[src/rtl/ac97_pkg.sv]
// Shared AC'97 frame geometry, tag bit positions and command-buffer states
// for the link framer and its receive deframer.
package ac97_pkg;

  localparam int FRAME_BITS = 256;

  localparam logic [7:0] SLOT_BITS   = 8'd20;
  localparam logic [7:0] SLOT0_START = 8'd0;
  localparam logic [7:0] SLOT1_START = 8'd16;
  localparam logic [7:0] SLOT2_START = 8'd36;
  localparam logic [7:0] SLOT3_START = 8'd56;
  localparam logic [7:0] SLOT4_START = 8'd76;

  localparam logic [7:0] SLOT2_END = SLOT2_START + SLOT_BITS - 8'd1;
  localparam logic [7:0] SLOT4_END = SLOT4_START + SLOT_BITS - 8'd1;

  localparam int TAG_VALID    = 15;
  localparam int TAG_CMD_ADDR = 14;
  localparam int TAG_CMD_DATA = 13;
  localparam int TAG_PCM_L    = 12;
  localparam int TAG_PCM_R    = 11;

  // Lifecycle of the single-entry register-write buffer.
  typedef enum logic [1:0] {
    CMD_RESET,
    CMD_IDLE,
    CMD_HELD,
    CMD_SEND
  } cmd_state_t;

endpackage

[src/rtl/ac97_rx_deframer.sv]
// Receive side of the AC'97 link: collects slots 0/3/4 from sdata_in using the
// shared frame counter and publishes PCM samples with a one-clock ready strobe.
module ac97_rx_deframer
  import ac97_pkg::*;
#(
  parameter int PCM_WIDTH = 20
) (
  input  logic                 clock,
  input  logic                 reset_n,
  input  logic                 active,
  input  logic [7:0]           bit_cnt,
  input  logic                 sdata_in,
  output logic [PCM_WIDTH-1:0] left_in,
  output logic [PCM_WIDTH-1:0] right_in,
  output logic                 ready,
  output logic                 codec_ready
);

  localparam int RX_BITS = 16 + 2 * PCM_WIDTH;
  localparam int TAG_LSB = RX_BITS - 16;

  logic [RX_BITS-1:0] rx_shift;
  logic               capture;
  logic               slots_done;
  logic               tag_ok;

  // Only slot 0 and slots 3/4 enter the shift register, so after bit 95 the
  // tag sits on top, slot 3 in the middle and slot 4 at the bottom.
  assign capture    = active && ((bit_cnt < SLOT1_START) ||
                                 ((bit_cnt >= SLOT3_START) && (bit_cnt <= SLOT4_END)));
  assign slots_done = active && (bit_cnt == SLOT4_END + 8'd1);
  assign tag_ok     = rx_shift[TAG_LSB + TAG_VALID] &&
                      rx_shift[TAG_LSB + TAG_PCM_L] &&
                      rx_shift[TAG_LSB + TAG_PCM_R];

  always_ff @(posedge clock or negedge reset_n) begin
    if (!reset_n) begin
      rx_shift    <= '0;
      left_in     <= '0;
      right_in    <= '0;
      ready       <= 1'b0;
      codec_ready <= 1'b0;
    end else begin
      ready <= 1'b0;
      if (capture) begin
        rx_shift <= {rx_shift[RX_BITS-2:0], sdata_in};
      end
      if (active && (bit_cnt == SLOT0_START)) begin
        codec_ready <= sdata_in;
      end
      if (slots_done && tag_ok) begin
        left_in  <= rx_shift[2*PCM_WIDTH-1 -: PCM_WIDTH];
        right_in <= rx_shift[PCM_WIDTH-1:0];
        ready    <= 1'b1;
      end
    end
  end

endmodule

[src/rtl/ac97_link_framer.sv]
// AC'97 link framer: SYNC generation, outgoing frame serialisation with one
// buffered register write per frame, and receive deframing via ac97_rx_deframer.
module ac97_link_framer
  import ac97_pkg::*;
#(
  parameter int PCM_WIDTH  = 20,
  parameter int FRAME_BITS = ac97_pkg::FRAME_BITS
) (
  input  logic                 clock,
  input  logic                 reset_n,
  output logic                 sync,
  output logic                 sdata_out,
  input  logic                 sdata_in,
  input  logic [PCM_WIDTH-1:0] left_out,
  input  logic [PCM_WIDTH-1:0] right_out,
  output logic [PCM_WIDTH-1:0] left_in,
  output logic [PCM_WIDTH-1:0] right_in,
  output logic                 ready,
  output logic                 codec_ready,
  input  logic                 cmd_valid,
  output logic                 cmd_ready,
  input  logic [6:0]           cmd_addr,
  input  logic [15:0]          cmd_data
);

  localparam logic [7:0] FRAME_LAST = 8'(FRAME_BITS - 1);
  localparam int         TX_BITS    = 15 + 2 * 20 + 2 * PCM_WIDTH;

  logic [7:0]         bit_cnt;
  logic               running;
  logic               frame_start;
  logic [TX_BITS-1:0] tx_shift;
  logic [15:0]        tx_tag;
  logic [19:0]        tx_slot1;
  logic [19:0]        tx_slot2;

  cmd_state_t         cmd_state;
  cmd_state_t         cmd_state_nxt;
  logic               cmd_accept;
  logic               cmd_pending;
  logic [6:0]         cmd_addr_q;
  logic [15:0]        cmd_data_q;

  // The first edge after reset release opens frame bit 0, so every frame,
  // including the first, shows SYNC on exactly bits 0..15.
  assign frame_start = !running || (bit_cnt == FRAME_LAST);
  assign cmd_pending = (cmd_state == CMD_HELD);

  // Handshake: a command transfers on a rising edge where cmd_valid and
  // cmd_ready are both high; cmd_ready stays low until the carrying frame has
  // finished slot 2, so the buffer never holds more than one command.
  always_comb begin
    cmd_state_nxt = cmd_state;
    cmd_ready     = 1'b0;
    cmd_accept    = 1'b0;
    case (cmd_state)
      CMD_RESET: cmd_state_nxt = CMD_IDLE;
      CMD_IDLE: begin
        cmd_ready = 1'b1;
        if (cmd_valid) begin
          cmd_accept    = 1'b1;
          cmd_state_nxt = CMD_HELD;
        end
      end
      CMD_HELD: if (frame_start) cmd_state_nxt = CMD_SEND;
      CMD_SEND: if (bit_cnt == SLOT2_END) cmd_state_nxt = CMD_IDLE;
      default:  cmd_state_nxt = CMD_RESET;
    endcase
  end

  always_ff @(posedge clock or negedge reset_n) begin
    if (!reset_n) begin
      cmd_state  <= CMD_RESET;
      cmd_addr_q <= '0;
      cmd_data_q <= '0;
    end else begin
      cmd_state <= cmd_state_nxt;
      if (cmd_accept) begin
        cmd_addr_q <= cmd_addr;
        cmd_data_q <= cmd_data;
      end
    end
  end

  always_comb begin
    tx_tag               = '0;
    tx_tag[TAG_VALID]    = 1'b1;
    tx_tag[TAG_CMD_ADDR] = cmd_pending;
    tx_tag[TAG_CMD_DATA] = cmd_pending;
    tx_tag[TAG_PCM_L]    = 1'b1;
    tx_tag[TAG_PCM_R]    = 1'b1;
    tx_slot1             = '0;
    tx_slot2             = '0;
    if (cmd_pending) begin
      tx_slot1 = {1'b0, cmd_addr_q, 12'h000};
      tx_slot2 = {cmd_data_q, 4'h0};
    end
  end

  // Bit 0 is driven directly on the snapshot edge; the rest of slots 0..4 is
  // parked in tx_shift and zero-fill covers slots 5..12.
  always_ff @(posedge clock or negedge reset_n) begin
    if (!reset_n) begin
      running   <= 1'b0;
      bit_cnt   <= '0;
      sync      <= 1'b0;
      sdata_out <= 1'b0;
      tx_shift  <= '0;
    end else if (frame_start) begin
      running   <= 1'b1;
      bit_cnt   <= '0;
      sync      <= 1'b1;
      sdata_out <= tx_tag[TAG_VALID];
      tx_shift  <= {tx_tag[TAG_VALID-1:0], tx_slot1, tx_slot2, left_out, right_out};
    end else begin
      bit_cnt   <= bit_cnt + 8'd1;
      sync      <= (bit_cnt + 8'd1) < SLOT1_START;
      sdata_out <= tx_shift[TX_BITS-1];
      tx_shift  <= {tx_shift[TX_BITS-2:0], 1'b0};
    end
  end

  ac97_rx_deframer #(
    .PCM_WIDTH (PCM_WIDTH)
  ) u_rx (
    .clock       (clock),
    .reset_n     (reset_n),
    .active      (running),
    .bit_cnt     (bit_cnt),
    .sdata_in    (sdata_in),
    .left_in     (left_in),
    .right_in    (right_in),
    .ready       (ready),
    .codec_ready (codec_ready)
  );

endmodule

[config.mk]
export PLATFORM = sky130hd
export DESIGN_NAME = ac97_link_framer
export DESIGN_NICKNAME = d
export VERILOG_FILES = /design/src/rtl/ac97_pkg.sv /design/src/rtl/ac97_rx_deframer.sv /design/src/rtl/ac97_link_framer.sv
export SDC_FILE = /design/constraint.sdc
export NUM_CORES = 1
export LEC_CHECK = 0
export ABC_AREA = 1
export CAP_MARGIN = 40
export CORE_ASPECT_RATIO = 0.5
export CORE_MARGIN = 1
export CORE_UTILIZATION = 50
export DETAILED_ROUTE_END_ITERATION = 16
export HOLD_SLACK_MARGIN = 0.03
export PLACE_DENSITY = 0.73
export SKIP_CTS_REPAIR_TIMING = 1
export SLEW_MARGIN = 20
export SYNTH_ARGS = -nofsm -noshare
export SYNTH_HDL_FRONTEND = slang
export SYNTH_SLANG_ARGS = --single-unit
[constraint.sdc]
create_clock -name clock -period 2.8 [get_ports clock]
set_input_delay 0.56 -clock clock [delete_from_list [all_inputs] [get_ports clock]]
set_output_delay 0.56 -clock clock [all_outputs]
set_load 0.1 [all_outputs]
Yosys cells after proc, flatten, opt, wreduce, memory -nomap -nowiden
Cells that the tools add are included.

operators by class
  add/sub/neg operators = 1
  $lt $le $gt $ge = 4
  multiplexer cells = 14
  reductions and logical operators = 13
  eq/ne operators = 9

operators by type and width
  operator                                                                              count
  95-bit 2-to-1 mux                                                                     1
  20-bit 2-to-1 mux                                                                     1
  19-bit 2-to-1 mux                                                                     1
  8-bit by 5-bit less-than comparator with 1-bit output (second input constant)         2
  8-bit by 1-bit adder with 8-bit output (second input constant)                        1
  8-bit by 6-bit == test with 1-bit output (second input constant)                      1
  8-bit by 7-bit == test with 1-bit output (second input constant)                      1
  8-bit == test (second input constant)                                                 1
  8-bit by 6-bit greater-or-equal comparator with 1-bit output (second input constant)  1
  8-bit by 7-bit less-or-equal comparator with 1-bit output (second input constant)     1
  8-bit zero test                                                                       1
  8-bit 2-to-1 mux                                                                      1
  2-bit one-hot mux with 4 select lines                                                 1
  1-bit logical AND                                                                     7
  1-bit 2-to-1 mux                                                                      6
  2-bit 2-to-1 mux                                                                      3
  2-bit inequality test (second input constant)                                         3
  2-bit == test (second input constant)                                                 2
  3-bit AND reduction                                                                   1
  2-bit by 1-bit == test with 1-bit output (second input constant)                      1
  2-bit zero test                                                                       1
  1-bit logical OR                                                                      2
  1-bit zero test                                                                       1

storage, ports and cells
  register bits after elaboration = 229
  output and inout port bits = 45
  logic and storage cells = 54
  bits of input ports = 67

Depth between registers and ports, before layout
Gate-level depths: netlist (run 1).

  depth in word-level cells = 4
  gate-level depth with buffers = 10
  gate-level depth less buffers = 8

By module
From an unflattened synthesis (run 1), not the netlist that was laid out.

second synthesis, totals
  cell total of the unflattened synthesis = 953
  area total of the unflattened synthesis = 9163.8 µm²

modules (own cells, without submodules)
  module            seq. area each (µm²)  instances  area an instance (µm²)  cells each
  ac97_link_framer  3278.1                1          5054.8                  503
  ac97_rx_deframer  2452.4                1          4108.9                  450

Worst setup path before layout (run 1)
No wires, ideal clock.

  path type = register to register
  start = register cmd_state[1]
  end = register cmd_addr_q[0]
  setup slack = 0.609 ns
  period minus slack after synthesis = 2.191 ns
  data required time = 2.675 ns
  buffers on the path = 1
  arrival = 2.066 ns
  setup time = 0.125 ns
  cell stages (with the launch flop) = 6
  path through = dfrtp_1 inv_1 ha_1 nand2_1 buf_2 mux2_2

between the ends
  cells in the longest elaborated chain, start to end = 2

RTL lines
  what                                      line                    text
  start: declaration                        ac97_link_framer.sv:37  cmd_state_t cmd_state;
  start signal: assignment                  ac97_link_framer.sv:77  cmd_state <= cmd_state_nxt;
  2-bit by 1-bit == test with 1-bit output  ac97_link_framer.sv:56  case (cmd_state)
  1-bit 2-to-1 mux                          ac97_link_framer.sv:56
  end signal: assignment                    ac97_link_framer.sv:79  cmd_addr_q <= cmd_addr;
  end: declaration                          ac97_link_framer.sv:41  logic [6:0] cmd_addr_q;

No other way between the ends.
A chain may end at the register's enable or synchronous reset.

Worst setup path in the final report (run 1)
  start = register cmd_state[1]
  end = output port cmd_ready

between the ends
  cells in the longest elaborated chain, start to end = 2

RTL lines
  what                                      line                    text
  2-bit by 1-bit == test with 1-bit output  ac97_link_framer.sv:56
  1-bit 2-to-1 mux                          ac97_link_framer.sv:56
  end: declaration                          ac97_link_framer.sv:21  output logic cmd_ready,

No other way between the ends.

==> results of run 1 <==
## stage by stage
stage | util, % | power, mW | hold slack [ps] | area (um2) | setup slack (ps)
after floorplan | - | 4.69 | 264 | 8860 | 609
after global placement | 59.5 | 5.00 | 417 | 10000 | 924
after detailed placement | 59.5 | 5.06 | 426 | 10000 | 864
after CTS | 63.6 | 7.96 | 34.8 | 10700 | 696
after global routing | 63.6 | 8.26 | 55.9 | 10700 | 660
final | 63.6 | 7.88 | 13.2 | 10700 | 728
## registers in the layout, summed over array words and instances (netlist names)
name / cells
tx_shift: 95
u_rx.rx_shift: 56
u_rx.left_in: 20
u_rx.right_in: 20
cmd_data_q: 16
bit_cnt: 8
cmd_addr_q: 7
cmd_state: 2
running: 1
sdata_out: 1
sync: 1
u_rx.codec_ready: 1
u_rx.ready: 1
## worst max-delay path, delay by kind of cell, from the launching register on
family / cells / cell delay, ps
flip-flops: 1 / 410
adder cells (fa/ha/maj): 1 / 200
buffers and inverters: 2 / 410
## cell families after synthesis
| family | share of synthesized area [%] |
|---|---|
| AOI/OAI and AO/OA | 0.423 |
| xor gates and xnor gates | 0.0988 |
| adders and majority gates | 0.847 |
| buffers and inverters | 5.21 |
| DFF | 64.6 |
| muxes | 2.92 |
| other | 0.0423 |
| and+or+nand+nor | 25.8 |
## layout by cell type (no fill, tap or decap), drive strengths merged, types with 2 or more instances in the layout
cell type | netlist | layout
a21oi | 4 | 4
buf | 38 | 61
bufinv | 0 | 2
clkbuf | 11 | 26
clkdlybuf4s50 | 0 | 65
clkinv | 0 | 8
dfrtp | 229 | 229
ha | 6 | 6
inv | 47 | 49
mux2 | 23 | 23
nand2 | 435 | 435
nand3 | 86 | 86
nand4 | 4 | 4
nor2 | 47 | 47
o21ai | 2 | 2
or2 | 3 | 3
## worst paths after layout
kind	to	cells after the start
worst max register to register	tx_shift[59]$_DFF_PN0_	8
worst min register to register	tx_shift[38]$_DFF_PN0_	2
worst max-delay path	cmd_ready	3
worst min-delay path	tx_shift[67]$_DFF_PN0_	1
max in group asynchronous	u_rx.left_in[7]$_DFFE_PN0P_	2
min in group clock	tx_shift[38]$_DFF_PN0_	2
## routing by layer
layer  vias up  share of wire [%]
met2        91                 48
met5         -                  0
li1       3085                  -
met3        18                3.2
met4         0                1.1
met1      3093                 48
## layout make-up
| type | instances | area (um2) |
|---|---|---|
| clock buffers | 26 | 574 |
| clock inverters | 12 | 120 |
| fillers | 1412 | 6120 |
| inverters | 47 | 176 |
| multi-input cells | 614 | 2680 |
| flip-flops and latches | 229 | 5730 |
| well taps | 227 | 284 |
| repair buffers | 126 | 1150 |
## power by group through the flow
stage / combinational (mW) / sequential, mW / clock, mW
2_1_floorplan: 0.702 / 3.98 / 0
3_3_place_gp: 1.00 / 4.00 / 0
3_5_place_dp: 1.05 / 4.01 / 0
4_1_cts: 1.06 / 3.95 / 2.95
5_1_grt: 1.17 / 4.00 / 3.09
6_report: 1.03 / 3.95 / 2.89
==> impl_metrics.py, run 1 <==
metrics = {
    "timing": {
        "finalHoldViolCount": 0,
        "setup-violations-final": 0,
        "tightestPinTransition_ps": 706,
        "timing.fmax_ghz": 0.483,
        "unrepaired_setup_endpoints_after_global_routing": "no",
        "report.final.slew_viol_count": 0,
        "final.setup.tns_ps": 0,
        "share_of_the_cycle_needed_by_the_critical_path_after_routing_pct": 74.0,
        "timing.max_slew.rel_slack_pct": 52.9,
        "period_minus_slack_ps": 2070,
        "finClkSkew_ps": 10.3,
    },
    "grt": {
        "via_count_of_the_first_global_routing_pass": 6143,
        "top_usage_layer": "met2",
        "gr-usage-met1_pct": 25.4,
        "gr-total-overflow": 0,
        "initial_antenna_violation_count": 0,
        "globalRouteTotalUtil_pct": 18.9,
        "grt_max_degree": 77,
        "grt_use_met2_pct": 32.7,
        "grt_first_pass_wirelength_um": 28200,
        "grt_use_met3_pct": 3.35,
    },
    "synth": {
        "async_flop_share_pct": 100,
        "synthTopCellsByCount": "nand2_1, dfrtp_1, nand3_1, nor2_1, inv_1",
        "number_of_warnings_reported_in_the_yosys_synthesis_log": 0,
        "synth.largest_area_cell": "dfrtp_1",
        "synth_enable_flop_cells": 0,
        "ys_seq_elements": 229,
        "synth_nets": 1012,
        "synth.yosys.seq_area_share_pct": 64.6,
        "synth_area_per_cell_um2": 9.44,
        "synth_top_cells_by_area": "dfrtp_1, nand2_1, nand3_1",
        "synth_cells": 939,
        "yosysTopAreaCellShare_pct": 64.6,
        "syn_area_um2": 8860,
        "ys.flop_type": "dfrtp_1",
        "dominant_cell_by_count_in_the_synthesized_netlist": "nand2_1",
        "synth.lib_cells_used.distinct": 21,
    },
    "worst_setup_path": {
        "slowest_stage": "dfrtp_1",
        "critical_path.endpoint_type": "output port",
        "path_max_fanout": 4,
        "criticalPathCategory": "flip-flop to output port",
        "critical_path_required_ps": 2240,
        "worst_setup_path_start_kind": "flip-flop",
        "data_arrival_critical_path_ps": 1510,
        "r2r_start": "bit_cnt[0]$_DFF_PN0_",
        "worst-r2r-setup-slack_ps": 840,
        "cp_slowest_stage_delay_ps": 410,
        "critPathLaunch": "cmd_state[1]$_DFFE_PN0P_",
        "timing.critical_path.cells": "inv_1 -> ha_1 -> buf_4",
    },
    "power": {
        "netSwitchingFraction_pct": 25.8,
        "irDropWorstVdd_uv": 453,
        "power.combinational.fraction_pct": 13.1,
        "pwr-share-clk_pct": 36.7,
        "p_leak_nw": 5.72,
        "power.switching_mw": 2.03,
        "cellInternalPower_mw": 5.85,
        "seq_power_share_pct": 50.2,
        "power.density_cell_area_nw_per_um2": 735,
    },
    "placement": {
        "gpl.final_weighted_congestion": 0.742,
        "place_inst": 1243,
        "number_of_buffers_added_on_ports": 111,
        "dp_hpwl_um": 10400,
    },
    "detailed_routing": {
        "via_per_inst": 4.91,
        "drt-wirelength-per-cell_um": 13.0,
        "antenna_violating_nets_post_route": 0,
        "wirelength_um": 16600,
        "detail_route.drc_violations": 0,
        "vias": 6287,
        "drt-initial-drc-count": 398,
        "drt_first_pass_iters": 5,
    },
    "floorplanning": {
        "floorplan.io_pins": 112,
        "die_w_um": 190,
        "fp.coreArea_um2": 16800,
        "die_area_um2": 18300,
        "initial_utilization_pct": 52.6,
        "core.rowCount": 33,
        "die-height_um": 96.2,
    },
    "cells_and_area": {
        "insertedDiodeCount": 0,
        "syn2layout_area_growth_pct": 20.9,
        "nNetsFinal": 1112,
        "finish.cell_count_without_fillers": 1281,
        "drive_above_1_share_pct": 12.5,
    },
    "cts": {
        "clock-root-buffer": "clkbuf_16",
        "clkLatencyLatePin_ps": 500,
        "clkSlewWorstSetupHoldPaths_ps": 60,
        "maximum_clock_insertion_buffer_count": 3,
        "tritoncts_sinks": 229,
        "cts_htree_levels": 1,
        "cts_tree": "done",
        "numCtsBuffers": 21,
    },
    "worst_hold_path": {
        "worstHoldPathType": "primary input to async pin",
    },
    "job": {
        "maxCapViolations": 0,
    },
    "run_status": {
        "run_status": "completed",
    },
}
Power figures use the tool's default switching activity.
==> run 2, diff against run 1 <==
Settings changed: PLACE_DENSITY 0.73 to 0.76.
Clock period 2.8 ns to 1.9 ns, I/O delays scaled along.
==> impl_metrics.py, run 2 (synthesis results as in run 1) <==
metrics = {
    "cells_and_area": {
        "multiInputGateArea_um2": 2690,
        "drive_above_1_share_pct": 13.0,
        "nFillCells": 1368,
        "max_flop_register": "tx_shift",
        "largest_reg_flops": 95,
        "area.sequential_um2": 5730,
        "commonest_non_fill_non_tap_cell_in_the_layout": "nand2_1",
        "biggestRegsByFlops": "tx_shift x95, u_rx.rx_shift x56",
        "syn2layout_area_growth_pct": 24.3,
        "insertedDiodeCount": 0,
        "nNetsFinal": 1119,
        "final_cell_mix": "nand2_1, dfrtp_1, nand3_1, clkdlybuf4s50_1, buf_4",
        "design_area_um2": 11000,
    },
    "timing": {
        "finClkSkew_ps": 11.4,
        "minimum_hold_slack_ps": 392,
        "timing.fmax_ghz": 0.559,
        "share_of_the_cycle_needed_by_the_critical_path_after_routing_pct": 94.2,
        "unrepaired_setup_endpoints_after_global_routing": "no",
        "final.setup.tns_ps": 0,
        "finalHoldViolCount": 0,
        "period_minus_slack_ps": 1790,
        "report.final.slew_viol_count": 0,
        "setup-violations-final": 0,
    },
    "grt": {
        "grt_max_degree": 58,
        "via_count_of_the_first_global_routing_pass": 6136,
        "initial_antenna_violation_count": 0,
        "gr-total-overflow": 0,
        "globalRouteTotalUtil_pct": 19.3,
        "grt_first_pass_wirelength_um": 28700,
    },
    "floorplanning": {
        "fp.coreArea_um2": 16800,
        "core.rowCount": 33,
        "die_w_um": 190,
        "die_area_um2": 18300,
        "die-height_um": 96.2,
        "initial_utilization_pct": 52.6,
        "floorplan.io_pins": 112,
    },
    "placement": {
        "number_of_buffers_added_on_ports": 111,
        "gpl.final_weighted_congestion": 0.809,
        "dp_hpwl_um": 10700,
        "placed_cell_area_um2": 10200,
    },
    "worst_setup_path": {
        "worst-r2r-setup-slack_ps": 180,
        "r2r_start": "bit_cnt[0]$_DFF_PN0_",
        "critical_path_required_ps": 1520,
        "critPathLaunch": "cmd_state[1]$_DFFE_PN0P_",
        "cp_slowest_stage_delay_ps": 420,
        "path_max_fanout": 4,
        "worst_setup_path_start_kind": "flip-flop",
        "timing.reg2reg.worst_path_depth": 9,
        "worst_reg2reg_path_endpoint": "tx_shift[55]$_DFF_PN0_",
        "data_arrival_critical_path_ps": 1410,
        "critical_path.endpoint_type": "output port",
        "criticalPathCategory": "flip-flop to output port",
        "timing.critical_path.cells": "inv_1 -> ha_2 -> buf_12",
        "slowest_stage": "dfrtp_1",
    },
    "detailed_routing": {
        "detail_route.drc_violations": 0,
        "antenna_violating_nets_post_route": 0,
        "wirelength_um": 17000,
        "vias": 6327,
        "via_per_inst": 4.92,
        "drt-wirelength-per-cell_um": 13.2,
        "drt_first_pass_iters": 5,
        "drt-initial-drc-count": 384,
    },
    "cts": {
        "cts_htree_levels": 1,
        "numCtsBuffers": 20,
        "clock-root-buffer": "clkbuf_16",
        "clkSlewWorstSetupHoldPaths_ps": 70,
        "cts_tree": "done",
        "maximum_clock_insertion_buffer_count": 3,
        "tritoncts_sinks": 229,
        "clkLatencyLatePin_ps": 490,
    },
    "worst_hold_path": {
        "worstHoldPathType": "primary input to async pin",
    },
    "job": {
        "maxCapViolations": 0,
    },
    "power": {
        "irDropWorstVdd_uv": 653,
        "power.density_cell_area_nw_per_um2": 1090,
        "post_route_total_power_mw": 12.0,
        "p_leak_nw": 5.82,
    },
    "run_status": {
        "run_status": "completed",
    },
}
## run 2: worst max-delay path: cells and delay by family, from the launching register on
family | cells | cell delay (ps)
buf+inv | 2 | 270
flops | 1 | 420
fa+ha+maj | 1 | 230
## run 2: worst max-delay path by stage
stage | endpoint | slack, ps | depth (start not counted)
floorplan | cmd_addr_q[0]$_DFFE_PN0P_ | 70 | 5
global placement | tx_shift[33]$_DFF_PN0_ | 260 | 9
detailed placement | tx_shift[58]$_DFF_PN0_ | 180 | 9
CTS | cmd_ready | 90 | 3
global route | cmd_ready | 30 | 3
finish | cmd_ready | 110 | 3
## run 2: per-stage QoR
step | util (%) | instances | setup slack [ps]
2_1_floorplan | - | 939 | 71.2
3_3_place_gp | 60.7 | 1249 | 265
3_5_place_dp | 60.7 | 1249 | 182
4_1_cts | 65.2 | 1285 | 88.1
5_1_grt | 65.4 | 1287 | 31.0
6_report | 65.4 | 1287 | 110
## run 2: layout make-up
class / count / area share (%)
Timing Repair Buffer: 134 / 12.6
Tap cell: 227 / 2.58
Sequential cell: 229 / 52.0
Inverter: 47 / 1.60
Multi-Input combinational cell: 614 / 24.4
Clock buffer: 29 / 5.50
Clock inverter: 7 / 1.27
## run 2: routing by layer
metal,GRT usage (%),share of wire [%],vias up
li1,-,-,3115
met1,27.0,48,3055
met2,31.8,46,133
met3,3.24,4.0,24
met4,5.00,1.6,0
met5,0,0,-
## run 2: power breakdown
part / internal [mW] / switching [mW]
Sequential: 5.50 / 0.344
Clock: 2.77 / 1.77
Combinational: 0.764 / 0.866
Total: 9.03 / 2.98
==> run 3, diff against run 2 <==
Settings changed: TNS_END_PERCENT from default to 100.
==> results of run 3 <==
The final DEF is identical to that of run 2; final timing and power are the same.
